File: src/rtl/tawas_dbus_arb.sv
// Data-RAM arbiter for the Tawas core (absolute priority) and a secondary bus master.
// Tracks secondary read returns through a latency-matched shift register and flags starvation.
module tawas_dbus_arb #(
  parameter int RD_LAT     = 1,
  parameter int STARVE_MAX = 64
) (
  input  logic        CLK,
  input  logic        RST_N,
  input  logic [31:0] C_DADDR,
  input  logic        C_DCS,
  input  logic        C_DWR,
  input  logic [3:0]  C_DMASK,
  input  logic [31:0] C_DOUT,
  output logic [31:0] C_DIN,
  input  logic        S_REQ,
  input  logic        S_WR,
  input  logic [31:0] S_ADDR,
  input  logic [3:0]  S_MASK,
  input  logic [31:0] S_WDATA,
  output logic        S_ACK,
  output logic        S_RVLD,
  output logic [31:0] S_RDATA,
  output logic        S_STARVE,
  output logic [31:0] MEM_ADDR,
  output logic        MEM_CS,
  output logic        MEM_WR,
  output logic [3:0]  MEM_MASK,
  output logic [31:0] MEM_DOUT,
  input  logic [31:0] MEM_DIN
);

  localparam logic [15:0] LP_STARVE_MAX = 16'(STARVE_MAX);

  logic              w_sec_gnt;
  logic              w_unused;
  logic [15:0]       w_cnt_nxt;
  logic [RD_LAT-1:0] r_rd_sr;
  logic [15:0]       r_starve_cnt;
  logic              r_rvld;
  logic [31:0]       r_rdata;
  logic              r_starve;

  // Secondary is granted only in core-idle cycles and never while reset is held.
  assign w_sec_gnt = RST_N & ~C_DCS & S_REQ;
  assign w_unused  = ^S_ADDR[1:0];

  assign S_ACK    = w_sec_gnt;
  assign C_DIN    = MEM_DIN;
  assign S_RVLD   = r_rvld;
  assign S_RDATA  = r_rdata;
  assign S_STARVE = r_starve;

  always_comb begin
    MEM_ADDR = 32'h0;
    MEM_CS   = 1'b0;
    MEM_WR   = 1'b0;
    MEM_MASK = 4'h0;
    MEM_DOUT = 32'h0;
    if (C_DCS) begin
      MEM_ADDR = C_DADDR;
      MEM_CS   = 1'b1;
      MEM_WR   = C_DWR;
      MEM_MASK = C_DMASK;
      MEM_DOUT = C_DWR ? C_DOUT : 32'h0;
    end else if (w_sec_gnt) begin
      MEM_ADDR = {S_ADDR[31:2], 2'b00};
      MEM_CS   = 1'b1;
      MEM_WR   = S_WR;
      MEM_MASK = S_MASK;
      MEM_DOUT = S_WR ? S_WDATA : 32'h0;
    end
  end

  // Each bit marks an accepted secondary read; the last stage lines up with its RAM data cycle.
  always_ff @(posedge CLK or negedge RST_N) begin
    if (!RST_N) begin
      r_rd_sr <= '0;
    end else begin
      r_rd_sr[0] <= w_sec_gnt & ~S_WR;
      for (int i = 1; i < RD_LAT; i++) begin
        r_rd_sr[i] <= r_rd_sr[i-1];
      end
    end
  end

  always_ff @(posedge CLK or negedge RST_N) begin
    if (!RST_N) begin
      r_rvld  <= 1'b0;
      r_rdata <= 32'h0;
    end else begin
      r_rvld <= r_rd_sr[RD_LAT-1];
      if (r_rd_sr[RD_LAT-1]) begin
        r_rdata <= MEM_DIN;
      end
    end
  end

  always_comb begin
    w_cnt_nxt = r_starve_cnt;
    if (!S_REQ || w_sec_gnt) begin
      w_cnt_nxt = 16'h0;
    end else if (r_starve_cnt != LP_STARVE_MAX) begin
      w_cnt_nxt = r_starve_cnt + 16'h1;
    end
  end

  // The flag is registered from the next count so it tracks the counter without extra lag.
  always_ff @(posedge CLK or negedge RST_N) begin
    if (!RST_N) begin
      r_starve_cnt <= 16'h0;
      r_starve     <= 1'b0;
    end else begin
      r_starve_cnt <= w_cnt_nxt;
      r_starve     <= (w_cnt_nxt == LP_STARVE_MAX);
    end
  end

endmodule

File: config.mk
export PLATFORM = sky130hd
export DESIGN_NAME = tawas_dbus_arb
export DESIGN_NICKNAME = d
export VERILOG_FILES = /design/src/rtl/tawas_dbus_arb.sv
export SDC_FILE = /design/constraint.sdc
export NUM_CORES = 1
export LEC_CHECK = 0
export ABC_CLOCK_PERIOD_IN_PS = 5300
export CAP_MARGIN = 20
export CORE_AREA = 2 2 119 121
export DETAILED_ROUTE_END_ITERATION = 10
export DIE_AREA = 0 0 121 123
export PLACE_DENSITY = 0.67
export SYNTH_ARGS = -nofsm -noshare
export SYNTH_HDL_FRONTEND = slang
export SYNTH_SLANG_ARGS = --single-unit
File: constraint.sdc
create_clock -name CLK -period 5.3 [get_ports CLK]
set_input_delay 1.59 -clock CLK [delete_from_list [all_inputs] [get_ports CLK]]
set_output_delay 1.59 -clock CLK [all_outputs]
set_load 0.02 [all_outputs]
==> metrics.txt, run 1 <==
CTS max path bufs 2; vias in the first global route around 3600; Synth Flop Type dfrtp_1; Top Ports slightly above 300; Reg area between 1000 and 1500 µm²; WP data required between 3000 and 4000 ps; Mapped Area ~3300 µm²; Clock Pin Slew Worst Setup and Hold Paths roughly 70 ps; share of cells above drive strength 1 a little over a tenth; Starting DRT DRC Count 170; wire per inst roughly 19 µm; min Tclk post-route between 5000 and 6000 ps; gr ovfl total 0; # hold bufs at CTS 0; EDFF count, synth 0; RSZ-0062 raised after global routing false; CP max FO 33; cell mode on critical path clkdlybuf4s50_1; number of fill cells in the layout ~1200; initial antenna violation count 2; largest net degree at the start of global routing 52; Placed Cells roughly 760; Post-synth ARST share 100.0%; Die Span Y around 120 µm; status completed; area of the multi-input gates around 1600 µm²; met2 Usage GRT a little under a third; die area about 15000 µm²; Worst path depth 7; Area growth, synth to finish 99.05%; HPWL Detailed ~12000 µm; routed via count between 3000 and 4000; critical path startpoint category input port; Slew headroom between 50 and 60%; GP Congestion 0.8506; Synth Net Count between 400 and 500; synth unique cells 48; Fin Clk Skew approximately 5 ps; Fmax achieved between 150 and 200 MHz; post-CTS setup buffer count 0; register area share after synthesis 38.93%; nets 760; final worst-path cycle share 97.77%; worst ir drop on vdd approximately 0.00013 V; yosys warns 0; Hold Path Cell Cnt 0; WL final 14790 µm; max cap viols 0; Final ANT Viol Nets 0; gr usage total a little under a fifth; CTS Root Cell clkbuf_16; 1st-pass router iterations 4; Reg2Reg Depth 6; num rows 43; critical path's slowest cell clkdlybuf4s50_1; Hold Crit Class reg -> reg; commonest non-fill, non-tap cell in the layout clkdlybuf4s50_1; Setup crit end kind primary output; power density over the cells between 200 and 250 nW/µm²; final setup vio count 0; vias per cell between 4 and 5; Inserted Clock Buffers 5; starting density of the core 24.08%; Pins Over Slew Limit 0; clk sink count 51; TritonCTS clock tree done; largest delay contributor family on the critical path buffers and inverters; Worst-Skew Late Latency 280 ps; Die Wd between 100 and 150 µm; # DRC 0; Yosys reg bits 51; GR Layer Usage met3 under 10%; Tightest Pin Transition ~630 ps; post-route setup TNS 0 ps; kind of critical path in -> out; endpoints failing hold 0; worst path cell trace clkdlybuf4s50_1, nand2b_1, nor2_2, and2_1, buf_12, a22o_1, clkdlybuf4s50_1; most frequent cells in the layout clkdlybuf4s50_1 (307), a22o_1 (66), dfrtp_1 (51), mux2_2 (32), nor2_1 (15); total core area 13610 µm²; H-tree levels 2; CTS resizes 0; Post-Synthesis Cells ~310; syn_area_per_cell approximately 10 µm²; Top Usage Layer GRT met2; IO buf count approximately 310; Leakage about 2.6 nW; CP arrival between 3000 and 4000 ps; Buf+Inv Stages, Crit Path 3; Critical Path Max Stage Delay approximately 640 ps; met1 usage roughly a quarter; global-route wire length before repair ~21000 µm; Non-Filler Instances 766
power breakdown:
group | internal (mW) | switching [mW] | total, mW
Sequential | 0.445 | 0.0289 | 0.474
Combinational | 0.349 | 0.259 | 0.607
Clock | 0.235 | 0.142 | 0.377
per-layer routing:
metal	wire, µm	vias up
met5	10	-
met4	168	2
met3	1466	11
met2	7064	213
met1	6079	1737
li1	-	1698
sequential cells by signal, summed over array words and instances, names as in the netlist:
| signal | count |
|---|---|
| S_STARVE | 1 |
| S_RVLD | 1 |
| S_RDATA | 32 |
| r_rd_sr | 1 |
| r_starve_cnt | 16 |
cells in the mapped netlist, drive strengths merged (2+ instances only):
library cell | n | area share, %
a22o | 66 | 18
dfrtp | 51 | 39
buf | 42 | 9.0
mux2 | 32 | 11
nor2 | 16 | 1.9
clkbuf | 13 | 1.5
nand3 | 7 | 1.5
nor3 | 7 | 1.1
a21oi | 6 | 1.0
nand2 | 6 | 0.69
nor4 | 6 | 1.5
and2 | 5 | 0.95
inv | 5 | 0.57
nand4 | 5 | 1.1
xnor2 | 5 | 1.3
xor2 | 5 | 1.3
and3 | 3 | 0.57
nor2b | 3 | 0.57
nor4b | 3 | 0.80
or2 | 3 | 0.57
a211oi | 2 | 0.61
a21o | 2 | 0.46
ha | 2 | 0.76
o2111ai | 2 | 0.53
o21a | 2 | 0.46
or3 | 2 | 0.38
logic make-up after synthesis:
| family | after synthesis | synth area share, % |
|---|---|---|
| muxes | 32 | 10.99 |
| adders and majority gates | 2 | 0.7632 |
| buffers and inverters | 60 | 11.11 |
| and+or+nand+nor | 72 | 13.09 |
| xor gates and xnor gates | 10 | 2.672 |
| AOI/OAI and AO/OA | 87 | 22.44 |
| DFF | 51 | 38.93 |
path summary, 6_finish.rpt:
kind / from / end / slack, ps
setup reg to reg: r_starve_cnt[0]$_DFF_PN0_ / S_STARVE$_DFF_PN0_ / 3140
max in group asynchronous: RST_N / S_RDATA[21]$_DFFE_PN0P_ / 3410
setup / recovery: C_DCS / MEM_DOUT[26] / 120
hold / removal: r_rd_sr$_DFF_PN0_ / S_RVLD$_DFF_PN0_ / 380
min in group asynchronous: RST_N / S_STARVE$_DFF_PN0_ / 1450
hold reg to reg: r_rd_sr$_DFF_PN0_ / S_RVLD$_DFF_PN0_ / 380
cell type report:
cell class                 count  share of cell area, %
multi-input combinational    203                  25.10
inverter                       5                 0.2876
timing repair buffer         318                  48.90
tap                          180                  3.452
antenna                        1                0.03835
sequential                    51                  19.56
clock buffer                   6                  2.128
clock inverter                 2                 0.5369
stage by stage:
step / hold slack (ps) / setup WS, ps / utilization (%) / power, mW / cell area [µm²]
floorplan: 351.9 / 942.8 / - / 0.7320 / 3278
global placement: 366.9 / 129.1 / 46.64 / 1.086 / 6349
detailed placement: 366.3 / 131.8 / 46.64 / 1.092 / 6349
CTS: 382.0 / 129.3 / 47.92 / 1.473 / 6523
global route: 405.6 / 28.21 / 47.92 / 1.518 / 6523
finish: 379.9 / 118.3 / 47.94 / 1.458 / 6525
Note: power is estimated with default switching activity, not from simulation.
==> inputs of run 2 (changes only) <==
Settings changed: CELL_PAD_IN_SITES_DETAIL_PLACEMENT from default to 0, CELL_PAD_IN_SITES_GLOBAL_PLACEMENT from default to 1, CORE_AREA 2 2 119 121 to 2 2 126 128, DIE_AREA 0 0 121 123 to 0 0 128 130, PLACE_DENSITY 0.67 to default, PLACE_DENSITY_LB_ADDON from default to 0.1.
==> metrics.txt, run 2 (synthesis gave the netlist of run 1 again) <==
global-route wire length before repair 18700 µm (-10%); critical path's slowest cell clkdlybuf4s50_1; Final ANT Viol Nets 0 (unchanged); max reg flops 32 (unchanged); vias per cell 4.505 (-5.7%); cell mode on critical path clkdlybuf4s50_1; most frequent cells in the layout clkdlybuf4s50_1 (307), a22o_1 (66), dfrtp_1 (51), mux2_2 (32), nor2_1 (15); worst setup margin 97.95 ps (-20.34 ps); Starting DRT DRC Count 107 (-37%); WP data required 3710 ps (about the same); Hold Crit Class reg -> reg; DP Worst Slack 85.98 ps (-45.81 ps); die area 16640 µm² (+12%); H-tree levels 2 (unchanged); total core area 15420 µm² (+13%); post-route setup TNS 0 ps (unchanged); HPWL Detailed 10620 µm (-13%); endpoints failing hold 0 (unchanged); CP max FO 33 (unchanged); kind of critical path in -> out; post-CTS setup buffer count 0 (unchanged); Tightest Pin Transition 662.2 ps (+30.23 ps); largest delay contributor family on the critical path buffers and inverters; Die Span Y 130 µm (+5.7%); Die Wd 128 µm (+5.8%); Max Used Layer met4; # DRC 0 (unchanged); # hold bufs at CTS 0 (unchanged); Buf+Inv Stages, Crit Path 3 (unchanged); RSZ-0062 raised after global routing false; GP Congestion 0.7725 (-9.2%); share of cells above drive strength 1 9.966% (-0.46 points); max cap viols 0 (unchanged); clk sink count 51 (unchanged); WL final 13160 µm (-11%); Top Ports 311 (unchanged); CTS max path bufs 2 (unchanged); initial antenna violation count 0 (-2); CP arrival 3610 ps (+20 ps); TritonCTS clock tree done; num rows 46 (+7.0%); largest net degree at the start of global routing 52 (unchanged); critical path startpoint category input port; vias in the first global route 3427 (-4.5%); gr ovfl total 0 (unchanged); gr usage total 14.55% (-4.0 points); Setup crit end kind primary output; final worst-path cycle share 98.15% (+0.38 points); 1st-pass router iterations 4 (unchanged); nets 757 (-0.39%); Critical Path Max Stage Delay 610 ps (-30 ps); CTS Root Cell clkbuf_16; Inserted Clock Buffers 5 (unchanged); Worst-Skew Late Latency 290 ps (about the same); wire per inst 17.00 µm (-12%); number of fill cells in the layout 1462 (+20%); # diodes 0 (-1); final setup vio count 0 (unchanged); min Tclk post-route 5202 ps (+20.34 ps); worst path cell trace clkdlybuf4s50_1, nand2b_1, nor2_2, and2_1, buf_12, a22o_1, clkdlybuf4s50_1; Slew headroom 55.85% (-2.0 points); worst ir drop on vdd 0.0001243 V (-5.9%); Leakage 2.553 nW (-0.83%); Area growth, synth to finish 98.66%; routed via count 3487 (-4.8%); CTS resizes 0 (unchanged); power density over the cells 220.7 nW/µm² (-1.2%); commonest non-fill, non-tap cell in the layout clkdlybuf4s50_1; met3 wire len 1244 µm (-15%); Pins Over Slew Limit 0 (unchanged); met2 WL 6759 µm (-4.3%); Fmax achieved 192.2 MHz (-0.39%); M1 WL 5032 µm (-17%); Clock Pin Slew Worst Setup and Hold Paths 70 ps (about the same); status completed; starting density of the core 21.25% (-2.8 points); IO buf count 308 (unchanged); Fin Clk Skew 3.442 ps (-1.413 ps)
## run 2: worst paths after layout
kind,startpoint,endpoint,slack [ps],depth (start not counted)
max,C_DCS,MEM_DOUT[15],100,7
min,S_RDATA[0]$_DFFE_PN0P_,S_RDATA[0]$_DFFE_PN0P_,500,1
max reg2reg,r_starve_cnt[0]$_DFF_PN0_,S_STARVE$_DFF_PN0_,3150,6
min reg2reg,S_RDATA[0]$_DFFE_PN0P_,S_RDATA[0]$_DFFE_PN0P_,500,1
max in group asynchronous,RST_N,S_RDATA[21]$_DFFE_PN0P_,3360,2
min in group asynchronous,RST_N,r_starve_cnt[4]$_DFF_PN0_,1510,2
## run 2: metrics by stage
stage	util (%)	cell area [µm²]	hold slack, ps	power, mW	std cells
2_1_floorplan	-	3278	351.9	0.7320	314
3_3_place_gp	41.11	6341	487.5	1.077	766
5_1_grt	42.22	6513	516.9	1.508	774
6_report	42.22	6513	504.9	1.437	774
4_1_cts	42.22	6513	511.1	1.462	774
3_5_place_dp	41.11	6341	494.5	1.079	766
## run 2: worst register-to-register path, stage by stage (launching register included)
cell and delay [ps]:
dfrtp_1 490, ha_1 300, nand3_1 260, or3_1 430
a21oi_2 200, o2111ai_1 180, a211oi_2 220
## run 2: cell type report
type / instances / area (µm²) / share of cell area, %
clock inverters: 3 / 46.29 / 0.7109
repair buffers: 315 / 3168 / 48.65
well taps: 192 / 240.2 / 3.689
multi-input cells: 203 / 1638 / 25.15
clock buffers: 5 / 125.1 / 1.921
flip-flops and latches: 51 / 1276 / 19.60
inverters: 5 / 18.77 / 0.2882
## run 2: power by group
part | total (mW) | switching [mW] | internal [mW] | leakage [nW]
Combinational | 0.595 | 0.248 | 0.347 | 1.83
Clock | 0.371 | 0.146 | 0.224 | 0.0804
Sequential | 0.471 | 0.0270 | 0.444 | 0.647
## run 2: metal layers
metal / vias up / global-route usage (%)
met1: 1627 / 16.31
met3: 7 / 5.453
li1: 1685 / -
met5: - / 0
met4: 0 / 3.491
met2: 168 / 26.27
==> inputs of run 3 (changes only) <==
Settings changed: SETUP_SLACK_MARGIN from default to 0.4.
==> metrics.txt, run 3 (synthesis gave the netlist of run 1 again) <==
net switching power 0.4202 mW (-0.31%); die area 16640 µm² (unchanged); DP Worst Slack 85.98 ps (unchanged); GP Congestion 0.7725 (unchanged); critical path's slowest cell clkdlybuf4s50_1; fin util 41.55% (-0.67 points); Leakage 2.682 nW (+5.0%); initial antenna violation count 0 (unchanged); nets 757 (unchanged); Slew headroom 55.52% (-0.33 points); Reg2Reg Depth 6 (unchanged); Tightest Pin Transition 667.2 ps (+4.984 ps); vias per cell 4.543 (+0.83%); global-route wire length before repair 18730 µm (+0.18%); clk sink count 51 (unchanged); Critical Path Max Stage Delay 460 ps (-150 ps); status completed; largest net degree at the start of global routing 52 (unchanged); Buf+Inv Stages, Crit Path 3 (unchanged); reg2reg end S_STARVE$_DFF_PN0_; Internal 0.9942 mW (-2.1%); max cap viols 0 (unchanged); H-tree levels 2 (unchanged); CP max FO 33 (unchanged); reg-to-reg startpoint r_starve_cnt[0]$_DFF_PN0_; num rows 46 (unchanged); share of cells above drive strength 1 14.95% (+5.0 points); Clock power frac 26.2% (+0.4 points); gr usage total 14.56% (+0.017 points); critical path startpoint category input port; gr ovfl total 0 (unchanged); IO buf count 308 (unchanged); post-route setup TNS 0 ps (unchanged); HPWL Detailed 10620 µm (unchanged); final worst-path cycle share 91.36% (-6.8 points); total core area 15420 µm² (unchanged); Pins Over Slew Limit 0 (unchanged); vias in the first global route 3444 (+0.50%); TritonCTS clock tree done; switch share 29.71% (+0.38 points); logic gate share of total power 40.5% (-0.9 points); power density over the cells 220.7 nW/µm² (about the same); kind of critical path in -> out; min Tclk post-route 4842 ps (-359.8 ps); Reg area 1276 µm² (unchanged); critical hold path startpoint S_RDATA[0]$_DFFE_PN0P_; wire per inst 16.87 µm (-0.74%); starting density of the core 21.25% (unchanged); worst path cell trace clkdlybuf4s50_1, nand2b_4, nor2_2, and2_1, buf_12, a22o_1, clkdlybuf4s15_1; endpoints failing hold 0 (unchanged); Worst-Skew Late Latency 290 ps (about the same); Area growth, synth to finish 95.50%; CTS Root Cell clkbuf_16; worst ir drop on vdd 0.0001242 V (about the same); post-CTS setup buffer count 0 (unchanged); Reg power frac 33.3% (+0.5 points); Hold Path Cell Cnt 1 (unchanged); Inserted Clock Buffers 5 (unchanged); Min Hold Slack 504.9 ps (unchanged); worst setup margin 457.7 ps (+359.8 ps); Setup crit end kind primary output; WL final 13060 µm (-0.74%); area of the multi-input gates 1645 µm² (+0.46%); largest delay contributor family on the critical path buffers and inverters; Top Ports 311 (unchanged); Fmax achieved 206.5 MHz (+7.4%); number of fill cells in the layout 1495 (+2.3%); Non-Filler Instances 774 (unchanged); 1st-pass router iterations 6 (+2); Clock Pin Slew Worst Setup and Hold Paths 70 ps (about the same); commonest non-fill, non-tap cell in the layout clkdlybuf4s50_1; # hold bufs at CTS 0 (unchanged); Die Span Y 130 µm (unchanged); max reg flops 32 (unchanged); Fin Clk Skew 4.177 ps (+0.7355 ps); Final ANT Viol Nets 0 (unchanged); # DRC 0 (unchanged); CP arrival 3250 ps (-360 ps); # diodes 0 (unchanged); FF-to-FF setup slack 3150 ps (about the same); Placed Cells 766 (unchanged); most frequent cells in the layout clkdlybuf4s50_1 (239), a22o_1 (66), dfrtp_1 (51), dlygate4sd2_1 (35), mux2_2 (32); routed via count 3516 (+0.83%); Die Wd 128 µm (unchanged); Hold Crit Class reg -> reg; RSZ-0062 raised after global routing true; Hold Path Sink S_RDATA[0]$_DFFE_PN0P_; CTS max path bufs 2 (unchanged); WP data required 3710 ps (about the same); Starting DRT DRC Count 104 (-2.8%); final setup vio count 0 (unchanged)
==> run 3: cell count changes in the layout (fill, tap and decap cells not counted), sizes merged <==
cell and change:
clkbuf +17, clkdlybuf4s15 +16, clkdlybuf4s50 -68, dlygate4sd2 +35
==> run 3: per-layer routing <==
layer | GRT usage, % | up-vias | share of wire (%)
li1 | - | 1686 | -
met1 | 16.33 | 1653 | 38
met2 | 26.36 | 170 | 52
met3 | 5.371 | 7 | 9.6
met4 | 3.491 | 0 | 0.91
met5 | 0 | - | 0
==> run 3: final cells by class <==
cell class	instances	share of cell area [%]
repair buffers	315	47.70
multi-input cells	203	25.67
flip-flops and latches	51	19.91
well taps	192	3.749
clock buffers	5	1.952
clock inverters	3	0.7224
inverters	5	0.2929
==> run 3: power by group through the flow <==
| stage | registers, mW | clock network, mW | logic (mW) |
|---|---|---|---|
| after floorplan | 0.548 | 0 | 0.184 |
| after global placement | 0.477 | 0 | 0.600 |
| after detailed placement | 0.480 | 0 | 0.600 |
| after CTS | 0.472 | 0.388 | 0.581 |
| after global routing | 0.479 | 0.400 | 0.607 |
| final | 0.471 | 0.370 | 0.573 |
==> run 3: what timing repair did <==
| action | in CTS | in global routing |
|---|---|---|
| gates cloned | 0 | 0 |
| hold endpoints to repair | 0 | 0 |
| setup endpoints to repair | 68 | 20 |
| resized for setup | 94 | 37 |
==> run 3: through the flow <==
step                      cell area [µm²]  total power [mW]
after global routing                 6409             1.486
after detailed placement             6341             1.079
after floorplan                      3278            0.7320
after CTS                            6466             1.441
after global placement               6341             1.077
final                                6409             1.414
==> run 3: how the worst max path moves through the flow <==
stage	from	end	slack, ps	depth (start not counted)
3_3_place_gp	C_DCS	MEM_DOUT[31]	120	7
6_report	C_DCS	MEM_DOUT[31]	460	7
5_1_grt	C_DCS	MEM_DOUT[31]	370	7
3_5_place_dp	C_DCS	MEM_DOUT[2]	90	7
4_1_cts	C_DCS	MEM_WR	410	7
2_1_floorplan	C_DCS	MEM_DOUT[10]	940	6
==> RTL change: new RTL, settings of run 2 <==
Make the reset (`RST_N`) synchronous in 3 clocked blocks.
--- a/src/rtl/tawas_dbus_arb.sv
+++ b/src/rtl/tawas_dbus_arb.sv
@@ -74,3 +74,3 @@
   // Each bit marks an accepted secondary read; the last stage lines up with its RAM data cycle.
-  always_ff @(posedge CLK or negedge RST_N) begin
+  always_ff @(posedge CLK) begin
     if (!RST_N) begin
@@ -85,3 +85,3 @@
 
-  always_ff @(posedge CLK or negedge RST_N) begin
+  always_ff @(posedge CLK) begin
     if (!RST_N) begin
@@ -107,3 +107,3 @@
   // The flag is registered from the next count so it tracks the counter without extra lag.
-  always_ff @(posedge CLK or negedge RST_N) begin
+  always_ff @(posedge CLK) begin
     if (!RST_N) begin
Formal check against the unedited RTL: differs if RST_N is asserted again (counterexample within 4 cycles, from zero or initial values and one cycle with RST_N low); with RST_N held inactive, the same outputs for 10 cycles.
==> RTL change against run 2 <==
Register-to-register slack lost 0.03 ns; synthesized area shrank 5.7%; total power shrank 23%; die area did not move; setup slack got worse by 0.015 ns; design area down 3.3%; sequential share of layout area decreased by 3.4 points; sequential power is 16% lower; maximum frequency shrank 0.28%; wire length grew 14%; synthesized cell count increased by 9.6%; count of clock-buffer cells in the layout grew 1; via count up 0.14%; sequential cell count stayed put; highest routed layer is now met5.
==> RTL change: results (changes against run 2) <==
* Share of layout cells above drive strength 1 at 0.0492 (was 0.0997)
* Syn Nets at 520 (was 490)
* Cell variety after synth at 43 (was 48)
* Headroom to the max-slew limit at 0.309 (was 0.559)
* Met3 wire len at 1240 µm (about the same)
* Max VDD drop at 0.118 mV (was 0.124 mV)
* Initial antenna violation count at 5 (was 0)
* Critical Path AT at 3.63 ns (was 3.61 ns)
* Number of global-route vias before repair at 3223 (was 3427)
* Slowest stage delay, CP at 0.64 ns (was 0.61 ns)
* Static leakage at 2.28 nW (was 2.55 nW)
* Hpwl dp at 12300 µm (was 10600 µm)
* Status: finished, final reports clean (unchanged)
* Met3 usage at 0.0574 (was 0.0545)
* Worst r2r src: r_starve_cnt[0] (unchanged)
* Ranking of synthesized cells by area: dfxtp_1 33%, a22o_1 19%, mux2i_1 11%, buf_4 8.0%, nor2_1 6.4% (was dfrtp_1 39%, a22o_1 18%, mux2_2 11%, buf_4 7.8%, nor2_1 1.7%)
* WL per Instance at 18.6 µm (was 17.0 µm)
* Worst Setup Slack post-DPL at 0.0727 ns (was 0.0860 ns)
* Highest metal used: met5 (was met4)
* Final Skew at 0.00788 ns (was 0.00344 ns)
* Grt met1 use at 0.206 (was 0.163)
* Nets@finish at 785 (was 757)
* Largest net degree at the start of global routing at 36 (was 52)
* GR met2 Demand/Resource at 0.277 (was 0.263)
* Metal2 WL at 7340 µm (was 6760 µm)
* First-iteration detailed-routing DRC count at 180 (was 107)
* Vias/cell at 4.35 (was 4.51)
* Wl on met1 at 6280 µm (was 5030 µm)
* Sequential fraction of the synthesis area at 0.330 (was 0.389)
* Gr usage total at 0.163 (was 0.145)
* Clock power frac at 0.299 (was 0.258)
* GP Congestion at 0.744 (was 0.773)
* Launch point of the critical path: S_REQ (was C_DCS)
* NetSw at 0.299 mW (was 0.422 mW)
* First-pass GRT wire length at 20300 µm (was 18700 µm)
## RTL change: changes by cell type after synthesis, sizes merged, moves of 3 or more
| cell | change |
|---|---|
| dfrtp | -51 |
| dfxtp | +51 |
| mux2 | -32 |
| nand2 | -3 |
| nor2 | +39 |
| xnor2 | +8 |
| clkbuf | +4 |
| mux2i | +35 |
## RTL change: final timing paths
kind	endpoint	slack [ns]	cells past startpoint
max reg2reg	S_STARVE	3.12	7
min	S_RDATA[10]	0.49	2
max	MEM_DOUT[29]	0.08	7
min reg2reg	S_RDATA[10]	0.49	2
## RTL change: cells by family after synthesis
kind of cell | count (synthesis) | synth area share
xor gates and xnor gates | 16 | 0.0453
buffers and inverters | 65 | 0.122
AOI/OAI and AO/OA | 76 | 0.208
muxes | 35 | 0.113
and+or+nand+nor | 99 | 0.173
DFF | 51 | 0.330
adders and majority gates | 2 | 0.00810
## RTL change: through the flow
| stage | power (mW) | instances |
|---|---|---|
| detailed placement | 0.785 | 794 |
| floorplan | 0.549 | 344 |
| CTS | 1.12 | 802 |
| global placement | 0.784 | 794 |
| global route | 1.16 | 802 |
| finish | 1.11 | 803 |
## RTL change: cell type report
| class | instances | area (µm²) |
|---|---|---|
| diodes | 1 | 2.50 |
| clock buffers | 6 | 139 |
| clock inverters | 2 | 13.8 |
| fillers | 1553 | 9130 |
| inverters | 7 | 26.3 |
| multi-input cells | 228 | 1690 |
| flip-flops and latches | 51 | 1020 |
| well taps | 192 | 240 |
| repair buffers | 316 | 3160 |
## RTL change: worst min-delay path: cells and delay by family (launching register included)
family           cells  cell delay [ns]
DFF                  1             0.32
and+or+nand+nor      1             0.07
muxes                1             0.06
## RTL change: what timing repair did
action,CTS,global route
endpoints found under the setup margin,0,4
gates resized for setup,0,2
endpoints found under the hold margin,0,0
hold buffers,0,0
